File: config.mk
export PLATFORM = sky130hd
export DESIGN_NAME = noc_router_output_arbiter
export DESIGN_NICKNAME = d
export VERILOG_FILES = /design/src/rtl/noc_router_pkg.sv /design/src/rtl/noc_router_rr_arbiter.sv /design/src/rtl/noc_router_output_arbiter.sv
export SDC_FILE = /design/constraint.sdc
export NUM_CORES = 1
export LEC_CHECK = 0
export BUFFER_PORTS_ARGS = -buffer_cell sky130_fd_sc_hd__buf_2
export CORE_AREA = 2 2 83 85
export CTS_CLUSTER_DIAMETER = 150
export DETAILED_ROUTE_END_ITERATION = 8
export DIE_AREA = 0 0 85 87
export GPL_TIMING_DRIVEN = 1
export PLACE_DENSITY = 0.8
export SETUP_SLACK_MARGIN = 0.02
export SYNTH_ARGS = -nofsm -noshare
export SYNTH_HDL_FRONTEND = slang
export SYNTH_SLANG_ARGS = --single-unit
File: constraint.sdc
create_clock -name clk -period 4.94 [get_ports clk]
set_input_delay 0.988 -clock clk [delete_from_list [all_inputs] [get_ports clk]]
set_output_delay 0.988 -clock clk [all_outputs]
set_load 0.01 [all_outputs]
File: src/rtl/noc_router_pkg.sv
// Shared router definitions: arbiter state encoding and the round-robin
// one-hot search that the router arbiters have in common.
package noc_router_pkg;

   // Widest requester vector the shared round-robin helper handles.
   localparam int unsigned RR_MAX_PORTS = 16;

   typedef enum logic [0:0] {
      ARB_IDLE   = 1'b0,
      ARB_LOCKED = 1'b1
   } arb_state_e;

   // Round-robin pick: first set bit of req strictly after the one-hot prev,
   // searching upward and wrapping. Narrower callers zero-pad req and prev;
   // the padding never requests, so the wrap lands on bit 0 as expected.
   // A zero req yields a zero grant.
   function automatic logic [RR_MAX_PORTS-1:0] rr_next(
      input logic [RR_MAX_PORTS-1:0] req,
      input logic [RR_MAX_PORTS-1:0] prev
   );
      logic [2*RR_MAX_PORTS-1:0] dbl_req;
      logic [2*RR_MAX_PORTS-1:0] dbl_base;
      logic [2*RR_MAX_PORTS-1:0] dbl_grant;
      dbl_req   = {req, req};
      dbl_base  = {{RR_MAX_PORTS{1'b0}}, prev[RR_MAX_PORTS-2:0], prev[RR_MAX_PORTS-1]};
      dbl_grant = dbl_req & ~(dbl_req - dbl_base);
      return dbl_grant[RR_MAX_PORTS-1:0] | dbl_grant[2*RR_MAX_PORTS-1:RR_MAX_PORTS];
   endfunction

endpackage

File: src/rtl/noc_router_rr_arbiter.sv
// Combinational round-robin arbiter: one-hot grant for the first requester
// after prev_grant, found with a doubled-vector priority search.
module noc_router_rr_arbiter
   import noc_router_pkg::*;
#(
   parameter int unsigned INPUTS = 5
) (
   input  logic [INPUTS-1:0] req,
   input  logic [INPUTS-1:0] prev_grant,
   output logic [INPUTS-1:0] grant
);

   logic [2*INPUTS-1:0] dbl_req_s;
   logic [2*INPUTS-1:0] dbl_base_s;
   logic [2*INPUTS-1:0] dbl_grant_s;

   // Rotate prev_grant up by one to get the search start, then isolate the
   // first request at or above it in the doubled vector and fold it back.
   always_comb begin
      dbl_req_s  = {req, req};
      dbl_base_s = '0;
      for (int i = 0; i < int'(INPUTS); i++) begin
         dbl_base_s[(i + 1) % int'(INPUTS)] = prev_grant[i];
      end
      dbl_grant_s = dbl_req_s & ~(dbl_req_s - dbl_base_s);
      grant       = dbl_grant_s[INPUTS-1:0] | dbl_grant_s[2*INPUTS-1:INPUTS];
   end

endmodule

File: src/rtl/noc_router_output_arbiter.sv
// Wormhole-aware round-robin arbiter for one router output port. A grant is
// held from header to last so flits of different packets never interleave.
// The datapath is purely combinational: zero latency, no flit storage.
module noc_router_output_arbiter
   import noc_router_pkg::*;
#(
   parameter int unsigned FLIT_WIDTH = 32,
   parameter int unsigned INPUTS     = 5
) (
   input  logic                         clk,
   input  logic                         rst,
   input  logic [INPUTS*FLIT_WIDTH-1:0] in_flit,
   input  logic [INPUTS-1:0]            in_last,
   input  logic [INPUTS-1:0]            in_valid,
   output logic [INPUTS-1:0]            in_ready,
   output logic [FLIT_WIDTH-1:0]        out_flit,
   output logic                         out_last,
   output logic                         out_valid,
   input  logic                         out_ready
);

   // Pointer starts on the top input so input 0 wins the first arbitration.
   localparam logic [INPUTS-1:0] GRANT_ONE = INPUTS'(1'b1);
   localparam logic [INPUTS-1:0] PREV_RST  = GRANT_ONE << (INPUTS - 1);

   arb_state_e            state_r;
   arb_state_e            state_nxt_s;
   logic [INPUTS-1:0]     lock_grant_r;
   logic [INPUTS-1:0]     lock_grant_nxt_s;
   logic [INPUTS-1:0]     prev_grant_r;
   logic [INPUTS-1:0]     prev_grant_nxt_s;
   logic [INPUTS-1:0]     rr_grant_s;
   logic [INPUTS-1:0]     grant_s;
   logic [FLIT_WIDTH-1:0] flit_mux_s;
   logic                  last_mux_s;
   logic                  valid_mux_s;
   logic                  worm_done_s;

   noc_router_rr_arbiter #(
      .INPUTS (INPUTS)
   ) u_rr_arbiter (
      .req        (in_valid),
      .prev_grant (prev_grant_r),
      .grant      (rr_grant_s)
   );

   // Active grant: live round-robin result when idle, held grant mid-worm,
   // nothing while reset is asserted so no handshake can occur.
   always_comb begin
      grant_s = '0;
      if (rst) begin
         grant_s = '0;
      end else begin
         case (state_r)
            ARB_IDLE:   grant_s = rr_grant_s;
            ARB_LOCKED: grant_s = lock_grant_r;
            default:    grant_s = '0;
         endcase
      end
   end

   // One-hot AND-OR mux of the granted input's flit, last and valid.
   always_comb begin
      flit_mux_s = '0;
      for (int i = 0; i < int'(INPUTS); i++) begin
         flit_mux_s = flit_mux_s | (in_flit[i*FLIT_WIDTH +: FLIT_WIDTH] & {FLIT_WIDTH{grant_s[i]}});
      end
      last_mux_s  = |(grant_s & in_last);
      valid_mux_s = |(grant_s & in_valid);
      worm_done_s = valid_mux_s & out_ready & last_mux_s;
   end

   assign out_flit  = flit_mux_s;
   assign out_last  = last_mux_s;
   assign out_valid = valid_mux_s;
   assign in_ready  = grant_s & {INPUTS{out_ready}};

   // Lock on any grant that does not finish its worm this cycle; the pointer
   // moves only when a worm completes, so a stalled request never advances it.
   always_comb begin
      state_nxt_s      = state_r;
      lock_grant_nxt_s = lock_grant_r;
      prev_grant_nxt_s = prev_grant_r;
      case (state_r)
         ARB_IDLE: begin
            if (worm_done_s) begin
               prev_grant_nxt_s = grant_s;
            end else if (grant_s != '0) begin
               state_nxt_s      = ARB_LOCKED;
               lock_grant_nxt_s = grant_s;
            end else begin
               state_nxt_s = ARB_IDLE;
            end
         end
         ARB_LOCKED: begin
            if (worm_done_s) begin
               state_nxt_s      = ARB_IDLE;
               prev_grant_nxt_s = lock_grant_r;
            end else begin
               state_nxt_s = ARB_LOCKED;
            end
         end
         default: begin
            state_nxt_s = ARB_IDLE;
         end
      endcase
   end

   // State, lock and pointer registers; reset drops any lock in progress.
   always_ff @(posedge clk) begin
      if (rst) begin
         state_r      <= ARB_IDLE;
         lock_grant_r <= '0;
         prev_grant_r <= PREV_RST;
      end else begin
         state_r      <= state_nxt_s;
         lock_grant_r <= lock_grant_nxt_s;
         prev_grant_r <= prev_grant_nxt_s;
      end
   end

endmodule

# --- After elaboration in Yosys (flattened, before gate mapping) ---
# Cells that the tools add are included.
# W data, S select, Z words.
totals:
  ff_bits: 11
  in_bits: 173
  elab_cells: 39
op_classes:
  mux: 9
  eq_ne: 2
  bitwise: 19
  addsub: 1
  reduce_logical: 5
ops:
  columns: ["op", "count"]
  rows:
  - ["$and A32 B32 Y32", 5]
  - ["$or A32 B32 Y32", 4]
  - ["$pmux W5 S2", 2]
  - ["$and A5 B5 Y5", 3]
  - ["$mux W5", 3]
  - ["$and A10 B10 Y10", 1]
  - ["$not A10 Y10", 1]
  - ["$reduce_or A5 Y1", 2]
  - ["$sub A10 B5 Y10", 1]
  - ["$or A5 B5 Y5", 1]
  - ["$reduce_bool A5 Y1", 1]
  - ["$mux W1", 3]
  - ["$reduce_and A3 Y1", 1]
  - ["$and A1 B1 Y1", 2]
  - ["$ne A2 B1 Y1 const B", 1]
  - ["$ne A2 B2 Y1 const B", 1]
  - ["$not A1 Y1", 2]
  - ["$pmux W1 S2", 1]
  - ["$reduce_and A2 Y1", 1]

# --- Longest topological paths before layout ---
depth:
  ltp_word: 12
  depth_mapped: 11

# --- Modules after synthesis ---
# Synthesis repeated with hierarchy kept, for this count alone.
hier_totals:
  hier_cells: 260
  hier_area_um2: 1845.5
by_module_without_submodules:
  columns: ["mod", "cells_per_inst", "instances", "seq_area_each_um2", "area_each_um2"]
  rows:
  - ["noc_router_output_arbiter", 219, 1, 220.2, 1556.5]
  - ["noc_router_rr_arbiter", 41, 1, 0.0, 289.0]

# --- Worst setup path before layout ---
# Ideal clock, no wire load.
synth_path:
  path_type: "input-to-output"
  from: "input in_valid[0]"
  to: "output out_flit[10]"
  slack_ns: 0.631
  stages: 9
  arrival_time_ns: 3.321
  path_cell_list: "nand2b_1 > fa_1 > a211oi_2 > nor2_1 > or4_1 > a31oi_2 > clkbuf_1 > a22oi_1 > nand2_1"
synth_between:
  elab_chain_len: 11
synth_lines:
  columns: ["element", "line_no", "text"]
  rows:
  - ["start, declared", "noc_router_output_arbiter.sv:14", "input logic [INPUTS-1:0] in_valid,"]
  - ["$sub A10 B5 Y10", "noc_router_rr_arbiter.sv:25", "dbl_grant_s = dbl_req_s & ~(dbl_req_s - dbl_base_s);"]
  - ["$not A10 Y10", "noc_router_rr_arbiter.sv:25", null]
  - ["$and A10 B10 Y10 (*)", "noc_router_rr_arbiter.sv:25", null]
  - ["$or A5 B5 Y5 (*)", "noc_router_rr_arbiter.sv:26", "grant = dbl_grant_s[INPUTS-1:0] | dbl_grant_s[2*INPUTS-1:INPUTS];"]
  - ["$pmux W5 S2 (*)", "noc_router_output_arbiter.sv:54", "case (state_r)"]
  - ["$mux W5 (*)", "noc_router_output_arbiter.sv:51", "if (rst) begin"]
  - ["$and A32 B32 Y32", "noc_router_output_arbiter.sv:66", "flit_mux_s = flit_mux_s | (in_flit[i*FLIT_WIDTH +: FLIT_WIDTH] & {FLIT_WIDTH{grant_s[i]}});"]
  - ["$or A32 B32 Y32 (3 in series)", "noc_router_output_arbiter.sv:66", null]
  - ["$or A32 B32 Y32 (*)", "noc_router_output_arbiter.sv:66", null]
  - ["end, declared", "noc_router_output_arbiter.sv:16", "output logic [FLIT_WIDTH-1:0] out_flit,"]
# Every way passes the cells marked *; elsewhere a longest branch is shown, timed or not.

# --- Worst setup path in the final report ---
layout_path:
  from: "input in_valid[0]"
  to: "output out_flit[18]"
# The elaborated chain is that of the path after synthesis.

==> impl_metrics.env <==
export IMPL_dp_hpwl_um=8460
export IMPL_period_share_pct=94.6
export IMPL_p_sw_share_pct=50.3
export IMPL_clkLatencyLatePin_ns=0.24
export IMPL_wl_per_cell_um=19.0
export IMPL_fmax_ghz=0.214
export IMPL_hp_class="reg -> reg"
export IMPL_grt_pass1_vias=2649
export IMPL_synth_warnings=0
export IMPL_fin_util_pct=46.0
export IMPL_fin_total_pwr_mw=0.936
export IMPL_fin_worst_skew_ns=0.00232
export IMPL_stdcell_count=529
export IMPL_grt_pass1_wl_um=14500
export IMPL_synth_common_cells="nand2_1, a22oi_1, a222oi_1, clkbuf_1, dfxtp_1"
export IMPL_die_h_um=87
export IMPL_status="complete, but fails checks"
export IMPL_yosysUniqueCellTypes=50
export IMPL_clk_pin_slew_worst_paths_ns=0.05
export IMPL_max_slew_margin_pct=56.6
export IMPL_netlist_area_um2=1790
export IMPL_yosysSeqAreaShare_pct=12.3
export IMPL_via_per_inst=5.74
export IMPL_die_area_um2=7400
export IMPL_cts_root_buffer="clkbuf_8"
export IMPL_initialDrtViolationCount=515
export IMPL_setup_viol=0
export IMPL_synthFlopType="dfxtp_1"
export IMPL_seqPwrFrac_pct=14.1
export IMPL_met2_length_um=4310
export IMPL_ctsResizeCount=0
export IMPL_cts_hold_buf=0
export IMPL_worstMarginPinSlew_ns=0.650
export IMPL_crit_required_ns=3.95
export IMPL_syn2layout_area_growth_pct=69.3
export IMPL_synth_top_family_by_area="compound AO/OA/AOI/OAI gates"
export IMPL_syn_area_per_cell_um2=7.38
export IMPL_postRouteAntennaNets=0
export IMPL_drc=1
export IMPL_grt_usage_pct=24.9
export IMPL_die_w_um=85
export IMPL_drt_met1_wl_um=4360
export IMPL_p_sw_mw=0.470
export IMPL_drt_first_pass_iters=9
export IMPL_worstSetupStartpointType="input port"
export IMPL_row_count=30
export IMPL_rsz0062_at_grt="no"
export IMPL_synth_area_top_cells="a222oi_1, a22oi_1, dfxtp_1, nand2_1, clkbuf_1"
export IMPL_p_leak_nw=1.60
export IMPL_crit_type="in -> out"
export IMPL_power_internal_mw=0.465
export IMPL_comb_power_share_pct=76.0
export IMPL_cts_made_buffers=3
export IMPL_antenna_found_initial=0
export IMPL_failed_checks="DRC"
export IMPL_synth_fp_nets=420
export IMPL_clk_path_buf_depth=2
export IMPL_p_per_area_nw_per_um2=309
export IMPL_finalHoldViolCount=0
export IMPL_cts_tree="done"
export IMPL_drive_gt1_share_pct=53.9
export IMPL_io_pins=212
export IMPL_port_buffers=211
export IMPL_ir_drop_uv=159
export IMPL_finalMaxSlewViolations=0
export IMPL_synth_fa_ha_area_share_pct=3.92
export IMPL_top_layer_used="met4"
export IMPL_crit_arrival_ns=3.68
export IMPL_endpoint_kind="output pin"
export IMPL_yosys_area_share_simple_pct=24.2
export IMPL_synth_cells=242
export IMPL_antenna_cells=0
export IMPL_cts_setup_buffers=0
export IMPL_clkSinkCount=11
export IMPL_synth_compound_area_share_pct=49.4
export IMPL_synth_area_mux_share_pct=3.64
export IMPL_start_util_pct=27.2
export IMPL_wl_um=10100
export IMPL_synth_async_reset_ratio_pct=0
export IMPL_placed_cells_incl_taps=525
export IMPL_final_nets=628
export IMPL_synth_edf_count=0
export IMPL_grt_max_degree=35
export IMPL_synth_top_cell_by_area="a222oi_1"
export IMPL_gp_congestion=0.989
export IMPL_worst_slack_ns=0.269
export IMPL_cap_violations=0
export IMPL_finalCriticalPeriod_ns=4.67
export IMPL_synth_xor_area_share_pct=0.490
export IMPL_wl_met3_um=1350
export IMPL_synth_seq_cells=11
export IMPL_worstPathMaxFanout=25
export IMPL_nFillCells=664
export IMPL_finalSetupTns_ns=0
export IMPL_synth_top_area_share_pct=17.9
export IMPL_grt_ovfl_total=0
export IMPL_clock_power_share_pct=9.9
export IMPL_synth_most_common_cell="nand2_1"
export IMPL_cts_max_level=1
export IMPL_place_ws_ns=0.322
export IMPL_vias=3035
export IMPL_core_area_um2=6570
-- power groups by stage --
stage          Combinational, mW  Clock (mW)  Sequential, mW
2_1_floorplan              0.395           0           0.122
3_3_place_gp               0.688           0           0.132
3_5_place_dp               0.695           0           0.132
4_1_cts                    0.698      0.0950           0.130
5_1_grt                    0.768       0.101           0.134
6_report                   0.711      0.0925           0.132
-- cells in the final DEF (no fill, tap or decap), types with 4 or more instances in the layout --
cell	Yosys	routed
a222oi_1	32	32
nand2_1	44	44
a22oi_1	33	33
dfxtp_1	11	11
ha_1	4	4
mux2i_1	5	5
nor3_1	6	5
inv_1	8	8
nand2b_1	5	5
a211oi_1	5	5
buf_2	3	211
a21oi_1	8	8
nor2_1	8	6
buf_4	0	12
-- registers in the layout (all words and copies together) (netlist names) --
register,count
lock_grant_r,5
state_r,1
prev_grant_r,5
-- worst max-delay path, stage by stage --
cell and delay [ns]:
buf_2 0.13, nand2b_1 0.17, fa_1 0.43, xnor2_1 0.17
a22oi_1 0.20, o31a_1 0.31, nor2_2 0.07, buf_4 0.24
a222oi_1 0.65, nand2_1 0.13, buf_2 0.18
-- stage by stage --
stage,instance area (um^2),hold WS [ns]
6_report,3020,0.470
5_1_grt,3020,0.498
3_3_place_gp,2980,0.452
4_1_cts,3020,0.466
3_5_place_dp,2980,0.459
2_1_floorplan,1790,0.439
-- path summary, 6_finish.rpt --
path,from,endpoint,slack [ns],depth (start not counted)
setup / recovery,in_valid[0],out_flit[18],0.27,11
hold / removal,lock_grant_r[0],lock_grant_r[0],0.47,2
setup reg to reg,prev_grant_r[4],lock_grant_r[3],1.66,10
hold reg to reg,lock_grant_r[0],lock_grant_r[0],0.47,2
-- logic make-up after synthesis --
| logic type | after synthesis |
|---|---|
| compound gates | 102 |
| simple gates | 89 |
| buf+inv | 28 |
| flops | 11 |
| mux | 6 |
| fa+ha+maj | 5 |
| xor+xnor | 1 |
-- cell type report --
| type | instances | area, um^2 | share of cell area (%) |
|---|---|---|---|
| flip-flops and latches | 11 | 220 | 7.28 |
| inverters | 8 | 30.0 | 0.993 |
| multi-input cells | 203 | 1480 | 49.0 |
| repair buffers | 223 | 1150 | 37.9 |
| well taps | 80 | 100 | 3.31 |
| clock buffers | 4 | 45.0 | 1.49 |
-- per-layer routing --
metal | GRT usage (%) | up-vias
li1 | - | 1422
met1 | 38.0 | 1386
met2 | 35.2 | 221
met3 | 6.82 | 6
met4 | 3.46 | 0
met5 | 0 | -
Power figures use the tool's default switching activity.
